`src/rtl/burst_fsm_pkg.sv`:
```
//============================================================================
// Module   : burst_fsm_pkg
// Desc     : Shared state encoding for the burst on-transit tracker.
// Revision : 1.0 - initial release
//============================================================================
`default_nettype none

package burst_fsm_pkg;

    localparam int STATE_W = 2;

    localparam logic [STATE_W-1:0] C_ST_IDLE = 2'd0;
    localparam logic [STATE_W-1:0] C_ST_RUN  = 2'd1;
    localparam logic [STATE_W-1:0] C_ST_LAST = 2'd2;

    typedef enum logic [STATE_W-1:0] {
        ST_IDLE = C_ST_IDLE,
        ST_RUN  = C_ST_RUN,
        ST_LAST = C_ST_LAST
    } state_t;

endpackage

`default_nettype wire

```
`src/rtl/burst_ontransit.sv`:
```
//============================================================================
// Module   : burst_ontransit
// Desc     : Tracks bursts of do_in activity and emits registered
//            start / continue / end / overflow / abort pulses plus length.
// Revision : 1.0 - initial release
//============================================================================
`default_nettype none

module burst_ontransit
    import burst_fsm_pkg::*;
#(
    parameter int CNT_W   = 8,
    parameter int MAX_LEN = 16,
    parameter int GAP     = 2
) (
    input  logic             clk,
    input  logic             rst_n,
    input  logic             do_in,   // activity qualifier ("do" is a reserved word)
    input  logic             abort,
    output logic             start,
    output logic             s,
    output logic             g,
    output logic             ovf,
    output logic             abrt,
    output logic [CNT_W-1:0] len,
    output logic             busy
);

    localparam int                GAP_W     = (GAP > 1) ? $clog2(GAP) : 1;
    localparam logic [GAP_W-1:0]  C_GAP_END = GAP_W'(GAP - 1);
    localparam logic [CNT_W-1:0]  C_MAX_LEN = CNT_W'(MAX_LEN);

    generate
        if ((MAX_LEN < 1) || (longint'(MAX_LEN) > ((longint'(1) << CNT_W) - 1)) || (GAP < 1)) begin : g_param_err
            $error("burst_ontransit: MAX_LEN must be 1..2^CNT_W-1 and GAP must be >= 1");
        end
    endgenerate

    state_t           r_state;
    state_t           w_state_nxt;
    logic [CNT_W-1:0] r_cnt;
    logic [CNT_W-1:0] w_cnt_nxt;
    logic [GAP_W-1:0] r_gap_cnt;
    logic [GAP_W-1:0] w_gap_nxt;
    logic [CNT_W-1:0] r_len;
    logic [CNT_W-1:0] w_len_nxt;
    logic             r_start, r_s, r_g, r_ovf, r_abrt;
    logic             w_start_nxt, w_s_nxt, w_g_nxt, w_ovf_nxt, w_abrt_nxt;

    always_ff @(posedge clk or negedge rst_n) begin
        if (!rst_n) begin
            r_state   <= ST_IDLE;
            r_cnt     <= '0;
            r_gap_cnt <= '0;
        end else begin
            r_state   <= w_state_nxt;
            r_cnt     <= w_cnt_nxt;
            r_gap_cnt <= w_gap_nxt;
        end
    end

    always_comb begin
        w_state_nxt = r_state;
        w_cnt_nxt   = r_cnt;
        w_gap_nxt   = r_gap_cnt;
        w_len_nxt   = r_len;
        w_start_nxt = 1'b0;
        w_s_nxt     = 1'b0;
        w_g_nxt     = 1'b0;
        w_ovf_nxt   = 1'b0;
        w_abrt_nxt  = 1'b0;

        case (r_state)
            ST_IDLE: begin
                if (do_in && !abort) begin
                    w_state_nxt = ST_RUN;
                    w_cnt_nxt   = CNT_W'(1);
                    w_start_nxt = 1'b1;
                end
            end
            ST_RUN: begin
                if (abort) begin
                    w_state_nxt = ST_IDLE;
                    w_cnt_nxt   = '0;
                    w_abrt_nxt  = 1'b1;
                end else if (!do_in) begin
                    w_state_nxt = ST_LAST;
                    w_len_nxt   = r_cnt;
                    w_cnt_nxt   = '0;
                    w_gap_nxt   = '0;
                    w_g_nxt     = 1'b1;
                end else if (r_cnt == C_MAX_LEN) begin
                    // The do-high cycle that hits the limit is not counted.
                    w_state_nxt = ST_LAST;
                    w_len_nxt   = C_MAX_LEN;
                    w_cnt_nxt   = '0;
                    w_gap_nxt   = '0;
                    w_g_nxt     = 1'b1;
                    w_ovf_nxt   = 1'b1;
                end else begin
                    w_cnt_nxt   = r_cnt + CNT_W'(1);
                    w_s_nxt     = 1'b1;
                end
            end
            ST_LAST: begin
                if (r_gap_cnt == C_GAP_END) begin
                    w_state_nxt = ST_IDLE;
                    w_gap_nxt   = '0;
                end else begin
                    w_gap_nxt   = r_gap_cnt + GAP_W'(1);
                end
            end
            default: begin
                w_state_nxt = ST_IDLE;
                w_cnt_nxt   = '0;
                w_gap_nxt   = '0;
            end
        endcase
    end

    always_ff @(posedge clk or negedge rst_n) begin
        if (!rst_n) begin
            r_start <= 1'b0;
            r_s     <= 1'b0;
            r_g     <= 1'b0;
            r_ovf   <= 1'b0;
            r_abrt  <= 1'b0;
            r_len   <= '0;
        end else begin
            r_start <= w_start_nxt;
            r_s     <= w_s_nxt;
            r_g     <= w_g_nxt;
            r_ovf   <= w_ovf_nxt;
            r_abrt  <= w_abrt_nxt;
            r_len   <= w_len_nxt;
        end
    end

    assign start = r_start;
    assign s     = r_s;
    assign g     = r_g;
    assign ovf   = r_ovf;
    assign abrt  = r_abrt;
    assign len   = r_len;
    assign busy  = (r_state != ST_IDLE);

`ifndef SYNTHESIS
    // Readable state name for waveform viewers.
    logic [8*4-1:0] w_state_ascii_unused;
    always_comb begin
        case (r_state)
            ST_IDLE: w_state_ascii_unused = "IDLE";
            ST_RUN:  w_state_ascii_unused = "RUN ";
            ST_LAST: w_state_ascii_unused = "LAST";
            default: w_state_ascii_unused = "????";
        endcase
    end
`endif

endmodule

`default_nettype wire

```
`config.mk`:
```
export PLATFORM = sky130hd
export DESIGN_NAME = burst_ontransit
export DESIGN_NICKNAME = d
export VERILOG_FILES = /design/src/rtl/burst_fsm_pkg.sv /design/src/rtl/burst_ontransit.sv
export SDC_FILE = /design/constraint.sdc
export NUM_CORES = 1
export LEC_CHECK = 0
export CORE_AREA = 2 2 52 54
export CTS_BUF_LIST = sky130_fd_sc_hd__clkbuf_16
export CTS_CLUSTER_DIAMETER = 200
export DETAILED_ROUTE_END_ITERATION = 6
export DIE_AREA = 0 0 54 56
export PLACE_DENSITY = 0.7
export SLEW_MARGIN = 25
export SYNTH_ARGS = -nofsm -noshare
export SYNTH_HDL_FRONTEND = slang
export SYNTH_SLANG_ARGS = --single-unit
```
`constraint.sdc`:
```
create_clock -name clk -period 1.6 [get_ports clk]
set_input_delay 0.32 -clock clk [delete_from_list [all_inputs] [get_ports clk]]
set_output_delay 0.32 -clock clk [all_outputs]
set_load 0.1 [all_outputs]
```
Word level (Yosys, flattened, before mapping). Index checks and enable logic that the tools add are counted.

Flip-flop bits (word level): 24. Latch bits: 0. Memory bits (writable): 0. Bits in read-only memories: 0. Bits of input ports: 4. Output and inout bits: 14. Logic and storage cells: 64. Memories kept: 0.

Add/subtract/negate cells: 2. Multiply operators: 0. Divide/modulo/power cells: 0. Order comparisons: 0. Equality and inequality tests: 9. Shifts and indexed selects: 0. Multiplexer cells: 33. Bitwise logic cells: 3. Reductions and logical operators: 8.

Operators with widths (number): $mux W8 (6); $pmux W8 S3 (1); $mux W1 (19); $mux W2 (5); $reduce_and A3 Y1 (3); $add A8 B1 Y8 const B (1); $eq A8 B5 Y1 const B (1); $ne A2 B2 Y1 const B (3); $pmux W2 S3 (1); $ne A4 B4 Y1 const B (1); $ne A3 B3 Y1 const B (1); $not A1 Y1 (3); $pmux W1 S3 (1); $eq A2 B1 Y1 const B (1); $eq A2 B2 Y1 const B (1); $logic_not A2 Y1 (1); $ne A2 B1 Y1 const B (1); $reduce_and A2 Y1 (1); $reduce_bool A2 Y1 (1); $add A1 B1 Y1 const B (1); $logic_and A1 B1 Y1 (1); $logic_not A1 Y1 (1).

Logic depth before layout (Yosys ltp). Gate-level depths: netlist of the first run.

Depth after elaboration: 5. Gate-level depth with buffers: 8. Gate-level depth less buffers: 8.

Worst setup path after synthesis of the first run. No wires, ideal clock.

Kind: reg2reg. Start: reg r_cnt[0]. End: reg r_len[0] (netlist: len[0]). Setup time: 0.122 ns. Arrival time: 1.510 ns. Required time: 1.478 ns. Slack: -0.032 ns. Stages on the path, launching flop included: 8. Buffers on the path: 1. Period minus slack after synthesis: 1.632 ns. Cells stage by stage: dfrtp_1 -> inv_1 -> ha_1 -> and4bb_1 -> nand2_2 -> a211o_1 -> buf_6 -> a22o_1.

Word-level cells in the longest chain between the ends: 3. Elaborated cells between the ends (all ways): 4. Classes of those cells: 2 x eq/ne; 1 x mux; 1 x reduce/logical.

RTL lines: start: declaration (RTL line burst_ontransit.sv:41) `logic [CNT_W-1:0] r_cnt;`; start signal: assignment (RTL line burst_ontransit.sv:57) `r_cnt <= w_cnt_nxt;`; $eq A8 B5 Y1 (RTL line burst_ontransit.sv:92) `end else if (r_cnt == C_MAX_LEN) begin`; $ne A2 B1 Y1 (no line); $reduce_and A3 Y1 (no line); end signal: assignment (RTL line burst_ontransit.sv:135) `r_len <= w_len_nxt;`; end: declaration (RTL line burst_ontransit.sv:45) `logic [CNT_W-1:0] r_len;`.

Parallel ways exist; a longest one is shown, timed or not. A chain may end at the register's enable or synchronous reset.

Worst setup path after layout of the first run.
Start: reg r_cnt[1]. End: reg r_len[5] (netlist: len[5]).

Word-level cells in the longest chain between the ends: 3.

RTL lines (RTL line): $eq A8 B5 Y1 (burst_ontransit.sv:92); $ne A2 B1 Y1 (no line); $reduce_and A3 Y1 (no line).

No other way between the ends.

==> results_dict.tcl, run 1 <==
set metrics [dict create \
    outcome "complete, but fails checks" \
    violations "negative setup slack" \
    period_share_pct 107 \
    initial_core_util_pct 43.8 \
    vias 926 \
    syn2layout_area_growth_pct 54.8 \
    drv_cap 0 \
    cp-end-kind "flip-flop" \
    ys_seq_elements 24 \
    antenna_left 0 \
    io_pins 18 \
    drive_gt1_share_pct 37.3 \
    worstPathMaxFanout 5 \
    crit_slowest_cell "dfrtp_1" \
    stdcell_count 164 \
    fmax_mhz 583 \
    syn-cell-area_mm2 0.00107 \
    leakage_uw 0.000759 \
    cts_tree "done" \
    skew_ns 0.00268 \
    routed_wl_um 2570 \
    route.detailed.drc 0 \
    antennaDiodeCount 0 \
    finalHoldViolCount 0 \
    place.gp.congestion 0.808 \
    wl_per_cell_um 15.7 \
    rows 18 \
    start_kind "flip-flop" \
    routed_via_density 5.65 \
    syn_area_per_cell_um2 11.1 \
    yosysSeqAreaShare_pct 56.3 \
    cts_buffers 3 \
    cts_hold_buf 0 \
    syn_inst 96 \
    coreArea_mm2 0.00243 \
    critPathKind "reg -> reg" \
    rsz0062_at_grt "yes" \
    cts.sinks 24 \
    slew_headroom_pct 80.0 \
    first_pass_iters 4 \
    gr-total-overflow 0 \
    setup_tns_ns -1.03 \
    syn_nets 102 \
    dieArea_mm2 0.00302 \
    drt_iter0_markers 23 \
    clk_pin_slew_ns 0.06 \
    portBuffers 17 \
    grt_antenna_before_repair 0 \
    period_needed_ns 1.72 \
    layout.nets 142 \
    finalMaxSlewViolations 0 \
    die_height_um 56 \
    crit_chain "inv_1, ha_2, and4bb_2, nand2_4, a211o_4, a22o_1" \
    irDropWorstVdd_mv 1.03 \
    max_stage_delay_ns 0.39 \
    grt_max_degree 25 \
    fin_ws_ns -0.116 \
    powerDensity_mw_per_mm2 1070 \
    cts_buffer_depth 2 \
    grt_pass1_vias 886 \
    clk_latency_ns 0.25 \
    track_usage_pct 19.1 \
    nFillCells 172 \
    ys_types 33 \
    tightest_slew_ns 0.300 \
    grt_pass1_wl_um 4300 \
    htreeDepth 1 \
    rr_worst_depth 6 \
    worstPathRequired_ns 1.74 \
    die_w_um 54 \
    place_inst 156 \
    place_hpwl_um 1690 \
    yosys_warnings 0 \
    finalSetupViolCount 12 \
    place_ws_ns -0.128 \
    clk_root_buffer_cell "clkbuf_16" \
    utilization_pct 67.8 \
    holdCritPathClass "in -> async" \
    arrival_ns 1.85 \
]
==> timing repair <==
action	4_1_cts	5_1_grt
endpoints found under the setup margin	8	17
gates resized for setup	2	8
setup buffers	2	2
pin swaps	0	7
gates cloned	1	0
==> critical path: cells and delay by family (launching register included) <==
family | cells | cell delay, ns
adder cells (fa/ha/maj) | 1 | 0.18
AO/OA/AOI/OAI | 2 | 0.59
buffers and inverters | 1 | 0.07
flip-flops | 1 | 0.39
AND/OR/NAND/NOR | 2 | 0.37
==> synth_stat cells <==
cell       count  area share [%]
inv_2          2            0.70
and4bb_1       1             1.2
and3_1         1            0.59
a2bb2oi_1      1            0.82
mux2i_1        1            0.94
xnor2_1        1            0.82
and2_1         1            0.59
a21o_1         1            0.70
o21ai_0        6             2.8
a22o_1         9             7.4
nor3_2         1            0.94
nand4_1        1            0.59
nand4bb_1      1             1.1
o22ai_1        2             1.2
buf_4          1            0.70
dfrtp_1       24              56
o211ai_1       1            0.70
nand2_2        1            0.59
o21a_1         1            0.70
a211o_1        1            0.82
a21oi_1        2            0.94
nand3_1        2            0.94
nor2_1         6             2.1
nand2_1        8             2.8
ha_1           2             2.3
nor3_1         3             1.4
buf_6          2             2.1
a211oi_1       1            0.70
or2_2          1            0.59
nand3b_1       2             1.4
nor3b_1        1            0.70
inv_1          4             1.4
nand2b_1       4             2.3
==> final cells by class <==
cell class | instances | area [µm²] | area share (%)
sequential | 24 | 602 | 36.5
timing repair buffer | 37 | 460 | 27.9
multi-input combinational | 64 | 450 | 27.3
clock buffer | 3 | 75.1 | 4.55
tap | 30 | 37.5 | 2.27
inverter | 6 | 25.0 | 1.52
==> routing by layer <==
layer / routed length (µm) / global-route usage, %
met5: 0 / 0
met3: 134 / 2.15
met1: 1050 / 26.6
met2: 1310 / 28.9
met4: 71 / 8.93
==> layout by cell type, fill, tap and decap left out, types with 2 or more instances in the layout <==
cell             Yosys  final
o21ai_0              6      6
buf_4                1     20
clkbuf_16            0      3
dfrtp_1             24     23
buf_12               0     14
o22ai_1              2      2
nand2b_1             4      4
inv_1                4      4
nor2_1               6      5
a22o_1               9      9
nand3b_1             2      2
clkdlybuf4s50_1      0      3
nand2_1              8      8
nand3_1              2      2
nor3_1               3      3
==> per-stage QoR <==
stage / total power [µW] / hold slack, ns / area [µm²]
after global routing: 1840 / 0.469 / 1650
after global placement: 1220 / 0.539 / 1500
after detailed placement: 1230 / 0.562 / 1500
final: 1770 / 0.426 / 1650
after CTS: 1750 / 0.441 / 1610
after floorplan: 1000 / 0.0244 / 1070
==> final timing paths <==
| path | from | endpoint | slack [ns] |
|---|---|---|---|
| max in group asynchronous | rst_n | r_state[0] | 0.92 |
| min reg2reg | r_state[0] | r_cnt[0] | 0.56 |
| max | r_cnt[1] | len[5] | -0.12 |
| min in group clk | r_state[0] | r_cnt[0] | 0.56 |
| max reg2reg | r_cnt[1] | len[5] | -0.12 |
| min | rst_n | len[0] | 0.43 |
==> registers in the layout, indices dropped and copies added, names as in the netlist <==
register	flops
g	1
r_state	2
s	1
r_gap_cnt	1
r_cnt	8
len	8
abrt	1
start	1
ovf	1
==> cell families after synthesis <==
family / count (synthesis) / share of synthesized area (%)
AO/OA/AOI/OAI: 25 / 16.8
adder cells (fa/ha/maj): 2 / 2.35
AND/OR/NAND/NOR: 34 / 17.8
multiplexers: 1 / 0.939
buffers and inverters: 9 / 4.93
XOR/XNOR: 1 / 0.822
flip-flops: 24 / 56.3
==> where the power goes <==
part           switching (µW)  internal, µW
sequential               44.7           652
combinational             334           213
clock                     192           330
total                     571          1190
Note: power is estimated with default switching activity, not from simulation.
==> run 2, diff against run 1 <==
--- a/config.mk
+++ b/config.mk
@@ -5,6 +5,7 @@
 export SDC_FILE = /design/constraint.sdc
 export NUM_CORES = 1
 export LEC_CHECK = 0
+export CAP_MARGIN = 20
 export CORE_AREA = 2 2 52 54
 export CTS_BUF_LIST = sky130_fd_sc_hd__clkbuf_16
 export CTS_CLUSTER_DIAMETER = 200
==> results of run 2 <==
No change in the layout: final DEF, timing and power equal those of run 1.
==> run 3, diff against run 2 <==
--- a/config.mk
+++ b/config.mk
@@ -11,6 +11,7 @@
 export CTS_CLUSTER_DIAMETER = 200
 export DETAILED_ROUTE_END_ITERATION = 6
 export DIE_AREA = 0 0 54 56
+export GPL_TIMING_DRIVEN = 0
 export PLACE_DENSITY = 0.7
 export SLEW_MARGIN = 25
 export SYNTH_ARGS = -nofsm -noshare
==> run 3 against run 2 <==
Net effect: the run still ends with negative setup slack left; count of clock-buffer cells in the layout did not move; first-iteration DRC count fell by 65%; power fell by 6.2%; worst setup slack gained 0.034 ns; wire length shrank 11%; worst hold slack worse by 0.38 ns; clock power grew 0.8%; final area fell by 12%; non-clock buffer count shrank 9; combinational power is 18% lower.
==> results_dict.tcl, run 3 (synthesis results as in run 1) <==
set metrics [dict create \
    outcome "complete, but fails checks" \
    violations "negative setup slack" \
    cts_buffers 3 \
    r2r_slack_ns -0.08 \
    worstPathMaxFanout 5 \
    grt_antenna_before_repair 0 \
    routed_via_density 5.41 \
    fin_ws_ns -0.0821 \
    syn2layout_area_growth_pct 36.3 \
    leakage_uw 0.000664 \
    finalMaxSlewViolations 0 \
    crit_family "compound AO/OA/AOI/OAI gates" \
    rows 18 \
    antennaDiodeCount 0 \
    drv_cap 0 \
    gr-total-overflow 0 \
    start_kind "flip-flop" \
    skew_ns 0.00213 \
    dieArea_mm2 0.00302 \
    place_ws_ns -0.449 \
    cp-end-kind "flip-flop" \
    place_inst 143 \
    io_pins 18 \
    fmax_mhz 595 \
    cts_buffer_depth 2 \
    routed_wl_um 2300 \
    vias 833 \
    first_pass_iters 4 \
    cts.sinks 24 \
    period_needed_ns 1.68 \
    clk_root_buffer_cell "clkbuf_16" \
    finalSetupViolCount 9 \
    finalHoldViolCount 0 \
    clk_latency_ns 0.25 \
    arrival_ns 1.82 \
    route.detailed.drc 0 \
    cts_tree "done" \
    die_w_um 54 \
    holdCritPathClass "in -> async" \
    rsz0062_at_grt "yes" \
    track_usage_pct 16.8 \
    period_share_pct 105 \
    irDropWorstVdd_mv 0.936 \
    portBuffers 17 \
    nFillCells 212 \
    crit_slowest_cell "dfrtp_2" \
    worstPathRequired_ns 1.74 \
    crit_start "r_cnt[0]" \
    stdcell_count 154 \
    tightest_slew_ns 0.549 \
    grt_pass1_wl_um 3720 \
    grt_pass1_vias 787 \
    critPathKind "reg -> reg" \
    grt_max_degree 25 \
    antenna_left 0 \
    initial_core_util_pct 43.8 \
    crit_chain "inv_2, ha_1, and4bb_1, nand2_2, a211o_1, buf_6, a22o_1" \
    mostFrequentLayoutCells "dfrtp_1, clkdlybuf4s15_2, buf_4, a22o_1, nand2_1" \
    clk_pin_slew_ns 0.06 \
    htreeDepth 1 \
    wl_per_cell_um 14.9 \
    place_hpwl_um 1460 \
    coreArea_mm2 0.00243 \
    r2r_start "r_cnt[0]" \
    critPathBufInv 2 \
    die_height_um 56 \
    drive_gt1_share_pct 33.1 \
    slew_headroom_pct 63.6 \
    layout.nets 132 \
    place.gp.congestion 0.795 \
    powerDensity_mw_per_mm2 1140 \
    max_stage_delay_ns 0.41 \
    layout_commonest_cell "dfrtp_1" \
    drt_iter0_markers 8 \
]
==> run 3: cell type report <==
class | instances | area [µm²] | area share (%)
Timing Repair Buffer | 25 | 243 | 16.7
Tap cell | 30 | 37.5 | 2.58
Multi-Input combinational cell | 63 | 438 | 30.1
Inverter | 6 | 27.5 | 1.89
Sequential cell | 24 | 602 | 41.4
Buffer | 3 | 30.0 | 2.07
Clock buffer | 3 | 75.1 | 5.17
==> run 3: worst paths after layout <==
path	endpoint	cells after the start
hold / removal	len[0]	1
min in group clk	len[2]	1
max in group asynchronous	r_cnt[0]	1
setup / recovery	len[1]	7
hold reg to reg	len[2]	1
setup reg to reg	len[1]	7
==> run 3: worst register-to-register path: stages (launching register included) <==
cell	delay, ns
dfrtp_2	0.41
inv_2	0.05
ha_1	0.13
and4bb_1	0.25
nand2_2	0.07
a211o_1	0.30
buf_6	0.14
a22o_1	0.23
==> run 3: metrics by stage <==
step | utilization [%] | setup TNS, ns | area, µm² | hold WS [ns] | power [µW]
6_report | 59.7 | -0.432 | 1450 | 0.0411 | 1660
5_1_grt | 59.7 | -1.28 | 1450 | 0.0889 | 1720
4_1_cts | 58.3 | -0.276 | 1420 | 0.0656 | 1660
3_5_place_dp | 52.2 | -6.01 | 1270 | 0.335 | 1110
3_3_place_gp | 52.4 | -5.82 | 1270 | 0.487 | 1110
2_1_floorplan | - | 0 | 1070 | 0.0244 | 1000
==> run 3: routing by layer <==
metal,track usage [%],vias to the layer above,part of all wire [%]
met3,4.03,4,3.1
li1,-,400,-
met1,22.4,413,45
met4,6.43,0,2.0
met5,0,-,0
met2,26.0,16,50
==> run 3: power by group <==
group          internal [µW]  switching (µW)
clock                    330             196
sequential               653            31.4
combinational            121             325
total                   1100             553
==> run 3: repair_timing <==
action,4_1_cts,5_1_grt
gates cloned,1,0
buffers inserted,4,3
gates resized for setup,52,5
pin swaps,4,0
endpoints found under the setup margin,27,14
hold buffers,0,0
